<file path="config.mk">
export PLATFORM = sky130hd
export DESIGN_NAME = cmp_result_monitor
export DESIGN_NICKNAME = d
export VERILOG_FILES = /design/src/rtl/cmp_result_monitor.sv
export SDC_FILE = /design/constraint.sdc
export NUM_CORES = 1
export LEC_CHECK = 0
export CAP_MARGIN = 20
export CORE_ASPECT_RATIO = 1.5
export CORE_MARGIN = 2
export CORE_UTILIZATION = 40
export CTS_BUF_LIST = sky130_fd_sc_hd__clkbuf_8
export DETAILED_ROUTE_END_ITERATION = 10
export GPL_TIMING_DRIVEN = 0
export REMOVE_ABC_BUFFERS = 1
export SYNTH_ARGS = -nofsm -noshare
export SYNTH_HDL_FRONTEND = slang
export SYNTH_SLANG_ARGS = --single-unit
</file>
<file path="constraint.sdc">
create_clock -name clk -period 4.65 [get_ports clk]
set_clock_uncertainty 0.15 [all_clocks]
set_input_delay 0.93 -clock clk [delete_from_list [all_inputs] [get_ports clk]]
set_output_delay 0.93 -clock clk [all_outputs]
set_load 0.05 [all_outputs]
</file>
<file path="src/rtl/cmp_result_monitor.sv">
// rtl/cmp_result_monitor.sv - windowed outcome statistics for the 2-bit magnitude comparator
// Counts gt/eq/lt/illegal outcomes per window and flags runs of consecutive equal results.
module cmp_result_monitor #(
  parameter int CNT_W   = 8,
  parameter int WINDOW  = 16,
  parameter int RUN_THR = 4
) (
  input  logic             clk,
  input  logic             rst_n,
  input  logic             start,
  input  logic             sample_en,
  input  logic             f1,
  input  logic             f2,
  input  logic             f3,
  output logic [CNT_W-1:0] gt_cnt,
  output logic [CNT_W-1:0] eq_cnt,
  output logic [CNT_W-1:0] lt_cnt,
  output logic [CNT_W-1:0] err_cnt,
  output logic [CNT_W-1:0] sample_cnt,
  output logic             busy,
  output logic             done,
  output logic             eq_streak
);

  localparam int RW = (RUN_THR < 1) ? 1 : $clog2(RUN_THR + 1);
  localparam logic [RW-1:0] THR = RW'(RUN_THR);

  typedef enum logic [1:0] {S_IDLE, S_RUN, S_DONE} state_t;

  state_t           r_state;
  logic [CNT_W-1:0] r_gt;
  logic [CNT_W-1:0] r_eq;
  logic [CNT_W-1:0] r_lt;
  logic [CNT_W-1:0] r_err;
  logic [CNT_W-1:0] r_sample;
  logic [RW-1:0]    r_run;
  logic             r_busy;
  logic             r_done;
  logic             r_streak;

  logic             w_accept;
  logic             w_is_gt;
  logic             w_is_eq;
  logic             w_is_lt;
  logic             w_last;
  logic [RW-1:0]    w_run_nxt;

  function automatic logic [CNT_W-1:0] sat_inc(input logic [CNT_W-1:0] v);
    return (v == {CNT_W{1'b1}}) ? v : v + CNT_W'(1);
  endfunction

  // start takes priority over a coincident sample strobe
  assign w_accept = (r_state == S_RUN) && sample_en && !start;
  assign w_is_gt  = ({f1, f2, f3} == 3'b100);
  assign w_is_eq  = ({f1, f2, f3} == 3'b010);
  assign w_is_lt  = ({f1, f2, f3} == 3'b001);

  always_comb begin
    w_last = 1'b0;
    if (WINDOW != 0)
      w_last = ((32'(r_sample) + 32'd1) == 32'(WINDOW));
  end

  always_comb begin
    w_run_nxt = '0;
    if (w_is_eq)
      w_run_nxt = (r_run == THR) ? r_run : r_run + RW'(1);
  end

  always_ff @(posedge clk or negedge rst_n) begin
    if (!rst_n) begin
      r_state  <= S_IDLE;
      r_gt     <= '0;
      r_eq     <= '0;
      r_lt     <= '0;
      r_err    <= '0;
      r_sample <= '0;
      r_run    <= '0;
      r_busy   <= 1'b0;
      r_done   <= 1'b0;
      r_streak <= 1'b0;
    end else if (start) begin
      r_state  <= S_RUN;
      r_gt     <= '0;
      r_eq     <= '0;
      r_lt     <= '0;
      r_err    <= '0;
      r_sample <= '0;
      r_run    <= '0;
      r_busy   <= 1'b1;
      r_done   <= 1'b0;
      r_streak <= 1'b0;
    end else if (w_accept) begin
      if (w_is_gt)
        r_gt <= sat_inc(r_gt);
      else if (w_is_eq)
        r_eq <= sat_inc(r_eq);
      else if (w_is_lt)
        r_lt <= sat_inc(r_lt);
      else
        r_err <= sat_inc(r_err);
      r_sample <= sat_inc(r_sample);
      r_run    <= w_run_nxt;
      if (w_run_nxt == THR)
        r_streak <= 1'b1;
      if (w_last) begin
        r_state <= S_DONE;
        r_busy  <= 1'b0;
        r_done  <= 1'b1;
      end
    end
  end

  assign gt_cnt     = r_gt;
  assign eq_cnt     = r_eq;
  assign lt_cnt     = r_lt;
  assign err_cnt    = r_err;
  assign sample_cnt = r_sample;
  assign busy       = r_busy;
  assign done       = r_done;
  assign eq_streak  = r_streak;

endmodule

</file>
==> results_dict.tcl, run 1 <==
set metrics [dict create \
    yosys-top-cells-area "sky130_fd_sc_hd__dfrtp_1 (45%), sky130_fd_sc_hd__xnor2_1 (6.9%), sky130_fd_sc_hd__nor2_1 (6.4%)" \
    fin_tns_setup_ns 0 \
    setup_viol 0 \
    drive_gt1_share_pct 6.65 \
    worstHoldPathType "in2async" \
    die_w_microns 69.0 \
    setup_repair_after_global_routing_missed_its_margin "no" \
    route.detailed.wl_per_inst_microns 14.1 \
    critical_path.max_fanout 12 \
    num_rows 35 \
    final_min_period_over_clock_period_pct 62.3 \
    design.die.area_sq_um 7000 \
    dr.pass1.iters 4 \
    cts-root-to-sink-buffers 2 \
    overall_routing_resource_usage_pct 17.9 \
    floorplan.core_area_sq_um 6130 \
    syn-instance-count 264 \
    drc 0 \
    max_freq_mhz 345 \
    post-dp-hpwl_microns 3830 \
    powerDensity_nw_per_um2 238 \
    cts-htree-levels 2 \
    finalNetCount 330 \
    endpoint_kind "flip-flop" \
    cts_tree "built" \
    grt_first_pass_wirelength_microns 9550 \
    critPathKind "in2reg" \
    count_of_cell_types_in_the_netlist 45 \
    diodes 0 \
    worst_slew_margin_rel_pct 62.1 \
    final_cell_area_sq_um 3200 \
    ys_warn_count 0 \
    die_height_microns 101 \
    cell_area_after_synthesis_sq_um 2530 \
    syn2layout_area_growth_pct 26.3 \
    synth-seq-area-share_pct 45.5 \
    clock_sinks 46 \
    drt-initial-drc-count 90 \
    layout.cells.most_common "sky130_fd_sc_hd__clkdlybuf4s50_1" \
    timing_max_transition_violations_final 0 \
    maxCapViolations 0 \
    netlist.area_leader.share_pct 45.5 \
    cp_data_arrival_time_ns 2.97 \
    total_leakage_power_nw 1.27 \
    syn_area_per_cell_sq_um 9.59 \
    io_buffers 49 \
    synth-main-ff-cell "sky130_fd_sc_hd__dfrtp_1" \
    postCtsHoldBufs 0 \
    run_status "completed" \
    share_of_the_core_filled_with_cells_pct 52.2 \
    wl_microns 5480 \
    time_the_worst_path_needs_with_i_o_delays_and_setup_ns 2.90 \
    clock_latency_ns 0.30 \
    synth-edff-count 0 \
    drt-vias-per-instance 5.27 \
    layout_common_cells "sky130_fd_sc_hd__clkdlybuf4s50_1 (47), sky130_fd_sc_hd__dfrtp_1 (46), sky130_fd_sc_hd__nor2_1 (43)" \
    grt-ovfl-total 0 \
    detail-route-antenna-nets 0 \
    final_weighted_congestion_in_routability_driven_placement 0.793 \
    worst_setup_path_start_kind "input pin" \
    antenna_found_initial 0 \
    synth_seq_cells 46 \
    clk_tree_root_cell "sky130_fd_sc_hd__clkbuf_8" \
    via_count 2055 \
    maximum_number_of_pins_on_one_net_before_global_route_repair 42 \
    worst-slew-pin-transition_ns 0.568 \
    clkTransAtPathRegs_ns 0.09 \
    cts_repair_resize_count 0 \
    dpl_cell_area_sq_um 3110 \
    setup_fix_bufs_post_cts 0 \
    final-hold-violation-count 0 \
    required_ns 4.72 \
    cts-buffers-inserted 5 \
    grt_pass1_vias 1984 \
    yosys_top_cell_by_area "sky130_fd_sc_hd__dfrtp_1" \
    power.ir.vdd_worst_v 0.000222 \
    initial_core_util_pct 41.3 \
    fin_total_pwr_mw 0.763 \
    ioPinCount 50 \
    async_reset_ff_share_pct 100 \
]
-- metal layers --
metal	GRT usage, %	share of wire [%]
met5	0	0
met4	5.88	1.5
met3	3.44	4.0
met2	29.4	50
met1	23.3	44
-- critical path, cell delays in order --
cell	delay, ns
sky130_fd_sc_hd__clkdlybuf4s50_1	0.50
sky130_fd_sc_hd__and3b_1	0.54
sky130_fd_sc_hd__o2111ai_2	0.40
sky130_fd_sc_hd__or3_1	0.43
sky130_fd_sc_hd__a21oi_1	0.16
-- layout make-up --
class	instances	area (sq um)
Clock inverter	2	8.76
Timing Repair Buffer	51	520
Fill cell	603	2930
Tap cell	74	92.6
Clock buffer	6	82.6
Inverter	6	22.5
Multi-Input combinational cell	205	1320
Sequential cell	46	1150
-- state kept, by name, indices dropped and copies added (netlist names) --
name        flops
err_cnt         8
sample_cnt      8
gt_cnt          8
lt_cnt          8
r_state         1
eq_cnt          8
done            1
r_run           3
eq_streak       1
-- synthesized netlist by cell type, drive strengths merged (5+ instances only) --
cell type,count
dfrtp,46
nor2,43
nand3,21
nand2,20
xnor2,20
nor3,16
a21oi,11
xor2,10
ha,8
o21ai,8
and3,7
inv,6
or3,5
-- report_power, final --
group | switching [mW] | internal, mW | leakage [nW]
registers | 0.00959 | 0.406 | 0.634
logic | 0.0611 | 0.0325 | 0.586
clock network | 0.136 | 0.118 | 0.0524
-- path summary, 6_finish.rpt --
kind | start | endpoint | slack (ns) | depth (start not counted)
worst max register to register | done | gt_cnt[3] | 2.45 | 4
max in group asynchronous | rst_n | eq_cnt[3] | 3.53 | 2
worst max-delay path | sample_en | gt_cnt[3] | 1.75 | 5
worst min register to register | eq_streak | eq_streak | 0.36 | 2
min in group clk | eq_streak | eq_streak | 0.36 | 2
worst min-delay path | rst_n | lt_cnt[5] | 0.33 | 1
-- metrics by stage --
step | hold WS [ns] | instances | worst slack [ns]
after floorplan | 0.362 | 257 | 2.23
after global placement | 0.330 | 380 | 0.517
after detailed placement | 0.343 | 382 | 1.43
after CTS | 0.339 | 390 | 1.75
after global routing | 0.341 | 390 | 1.57
final | 0.335 | 390 | 1.75
-- cells by family after synthesis --
| group | Yosys count | synth area share [%] |
|---|---|---|
| DFF | 46 | 45.5 |
| buffers and inverters | 13 | 2.37 |
| adders and majority gates | 8 | 3.95 |
| muxes | 5 | 2.03 |
| and+or+nand+nor | 129 | 26.5 |
| xor gates and xnor gates | 30 | 10.4 |
| AOI/OAI and AO/OA | 33 | 9.29 |
Power figures use the tool's default switching activity.
==> run 2: changes to the inputs <==
--- a/config.mk
+++ b/config.mk
@@ -12,6 +12,7 @@
 export CTS_BUF_LIST = sky130_fd_sc_hd__clkbuf_8
 export DETAILED_ROUTE_END_ITERATION = 10
 export GPL_TIMING_DRIVEN = 0
+export PLACE_DENSITY = 0.67
 export REMOVE_ABC_BUFFERS = 1
 export SYNTH_ARGS = -nofsm -noshare
 export SYNTH_HDL_FRONTEND = slang
==> constraint.sdc (replaced) <==
create_clock -name clk -period 2.4 [get_ports clk]
set_clock_uncertainty 0.15 [all_clocks]
set_input_delay 0.48 -clock clk [delete_from_list [all_inputs] [get_ports clk]]
set_output_delay 0.48 -clock clk [all_outputs]
set_load 0.05 [all_outputs]
==> run 2 against run 1 <==
  * The flow now finishes with violations (hold timing)
  * Critical endpoint is now sample_cnt[0]
  * Highest routed layer unchanged
  * Utilization shrank 0.22 points
  * Worst setup slack lost 1.6 ns
  * Final area shrank 0.43%
  * Clock power grew 71%
  * Largest power group unchanged
==> results_dict.tcl, run 2 (same netlist as run 1, synthesis figures left out) <==
set metrics [dict create \
    failed_checks "hold timing" \
    setup_viol 0 \
    critPathKind "reg2out" \
    grt_pass1_vias 2052 \
    place_ws_ns -0.348 \
    layout_common_cells "sky130_fd_sc_hd__clkdlybuf4s50_1 (47), sky130_fd_sc_hd__dfrtp_1 (46), sky130_fd_sc_hd__nor2_1 (43)" \
    max_freq_mhz 439 \
    floorplan.core_area_sq_um 6130 \
    final_weighted_congestion_in_routability_driven_placement 0.765 \
    power.internal_mw 1.04 \
    drive_gt1_share_pct 6.35 \
    layout.cells.most_common "sky130_fd_sc_hd__clkdlybuf4s50_1" \
    syn2layout_area_growth_pct 25.8 \
    total_leakage_power_nw 1.27 \
    drt-initial-drc-count 119 \
    final-hold-violation-count 15 \
    postCtsHoldBufs 0 \
    maxCapViolations 0 \
    detail-route-antenna-nets 0 \
    netSwitchingFraction_pct 26.7 \
    num_rows 35 \
    timing.critical_path.cells "clkdlybuf4s50_1" \
    maximum_number_of_pins_on_one_net_before_global_route_repair 33 \
    die_height_microns 101 \
    io_buffers 49 \
    via_count 2093 \
    drc 0 \
    slowest_delay_ns 0.86 \
    clock_sinks 46 \
    worst_setup_path_start_kind "flip-flop" \
    antenna_found_initial 0 \
    clk_tree_root_cell "sky130_fd_sc_hd__clkbuf_8" \
    power.sequential.fraction_pct 56.7 \
    grt_first_pass_wirelength_microns 9310 \
    required_ns 1.77 \
    cpMaxStageDelayCell "sky130_fd_sc_hd__clkdlybuf4s50_1" \
    diodes 0 \
    design.die.area_sq_um 7000 \
    critical_path.max_fanout 7 \
    die_w_microns 69.0 \
    power.combinational.fraction_pct 12.7 \
    run_status "finished, violations left" \
    placedCellCount 382 \
    drt-vias-per-instance 5.38 \
    dr.pass1.iters 4 \
    cts-buffers-inserted 5 \
    finalNetCount 330 \
    time_the_worst_path_needs_with_i_o_delays_and_setup_ns 2.28 \
    cts_tree "built" \
    whs_ns -0.0133 \
    fin_tns_setup_ns 0 \
    cp_data_arrival_time_ns 1.65 \
    timing_max_transition_violations_final 0 \
    route.detailed.wl_per_inst_microns 13.9 \
    initial_core_util_pct 41.3 \
    endpoint_kind "output port" \
    switching_power_mw 0.379 \
    finalWorstSetupSlack_ns 0.124 \
    fin_total_pwr_mw 1.42 \
    final_cell_area_sq_um 3190 \
    path_delay_family "buffers and inverters" \
    dpl_cell_area_sq_um 3110 \
    cts-htree-levels 2 \
    number_of_buffer_and_inverter_instances_along_the_worst_setup_path 1 \
    wl_microns 5400 \
    cts-root-to-sink-buffers 2 \
    worstHoldPathType "in2async" \
    clock_power_share_pct 30.6 \
    powerDensity_nw_per_um2 446 \
    post-dp-hpwl_microns 3880 \
    clock_latency_ns 0.29 \
    power.ir.vdd_worst_v 0.000276 \
    final_min_period_over_clock_period_pct 94.8 \
    grt-ovfl-total 0 \
    final_cell_count_no_fill 389 \
    worst-slew-pin-transition_ns 0.513 \
    worst_slew_margin_rel_pct 65.7 \
    clkTransAtPathRegs_ns 0.08 \
    ioPinCount 50 \
    setup_repair_after_global_routing_missed_its_margin "no" \
    overall_routing_resource_usage_pct 17.2 \
]
## run 2: changes by cell type in the layout (fill, tap and decap cells not counted), sizes merged
cell    before  now
clkbuf       6    5
clkinv       1    0
inv          7    8
## run 2: cell type report
cell class | count | area [sq um]
tap | 74 | 92.6
clock inverter | 2 | 7.51
sequential | 46 | 1150
timing repair buffer | 51 | 520
clock buffer | 5 | 68.8
fill | 604 | 2950
inverter | 6 | 22.5
multi-input combinational | 205 | 1320
## run 2: metrics by stage
stage               util, %  hold slack (ns)
finish                 52.0          -0.0133
detailed placement     50.7            0.330
global route           52.0           0.0151
global placement       50.2            0.330
floorplan                 -           0.0344
CTS                    52.0          0.00361
## run 2: what timing repair did
action                     in CTS  in global routing
resized for setup               1                  0
setup endpoints to repair       3                  0
buffers inserted                0                  0
hold endpoints to repair        0                  0
## run 2: power by group through the flow
stage	Combinational, mW	Sequential, mW	Clock (mW)
floorplan	0.0583	0.857	0
global placement	0.176	0.820	0
detailed placement	0.184	0.820	0
CTS	0.184	0.805	0.454
global route	0.199	0.808	0.495
finish	0.181	0.805	0.435
## run 2: layer usage
| metal | part of all wire [%] | global-route usage, % | wire length (microns) | vias to the layer above |
|---|---|---|---|---|
| li1 | - | - | - | 1025 |
| met1 | 42 | 21.2 | 2290 | 1017 |
| met2 | 51 | 29.3 | 2760 | 45 |
| met3 | 4.9 | 3.89 | 265 | 6 |
| met4 | 1.5 | 5.73 | 79 | 0 |
| met5 | 0 | 0 | 0 | - |
## run 2: worst paths after layout
| kind | startpoint | to | slack, ns | depth (start not counted) |
|---|---|---|---|---|
| setup / recovery | sample_cnt[0] | sample_cnt[0] | 0.12 | 1 |
| hold / removal | rst_n | eq_cnt[0] | -0.01 | 1 |
| setup reg to reg | sample_cnt[0] | sample_cnt[7] | 0.38 | 6 |
| hold reg to reg | eq_streak | eq_streak | 0.36 | 2 |
| max in group asynchronous | rst_n | lt_cnt[2] | 1.59 | 2 |
| min in group clk | eq_streak | eq_streak | 0.36 | 2 |
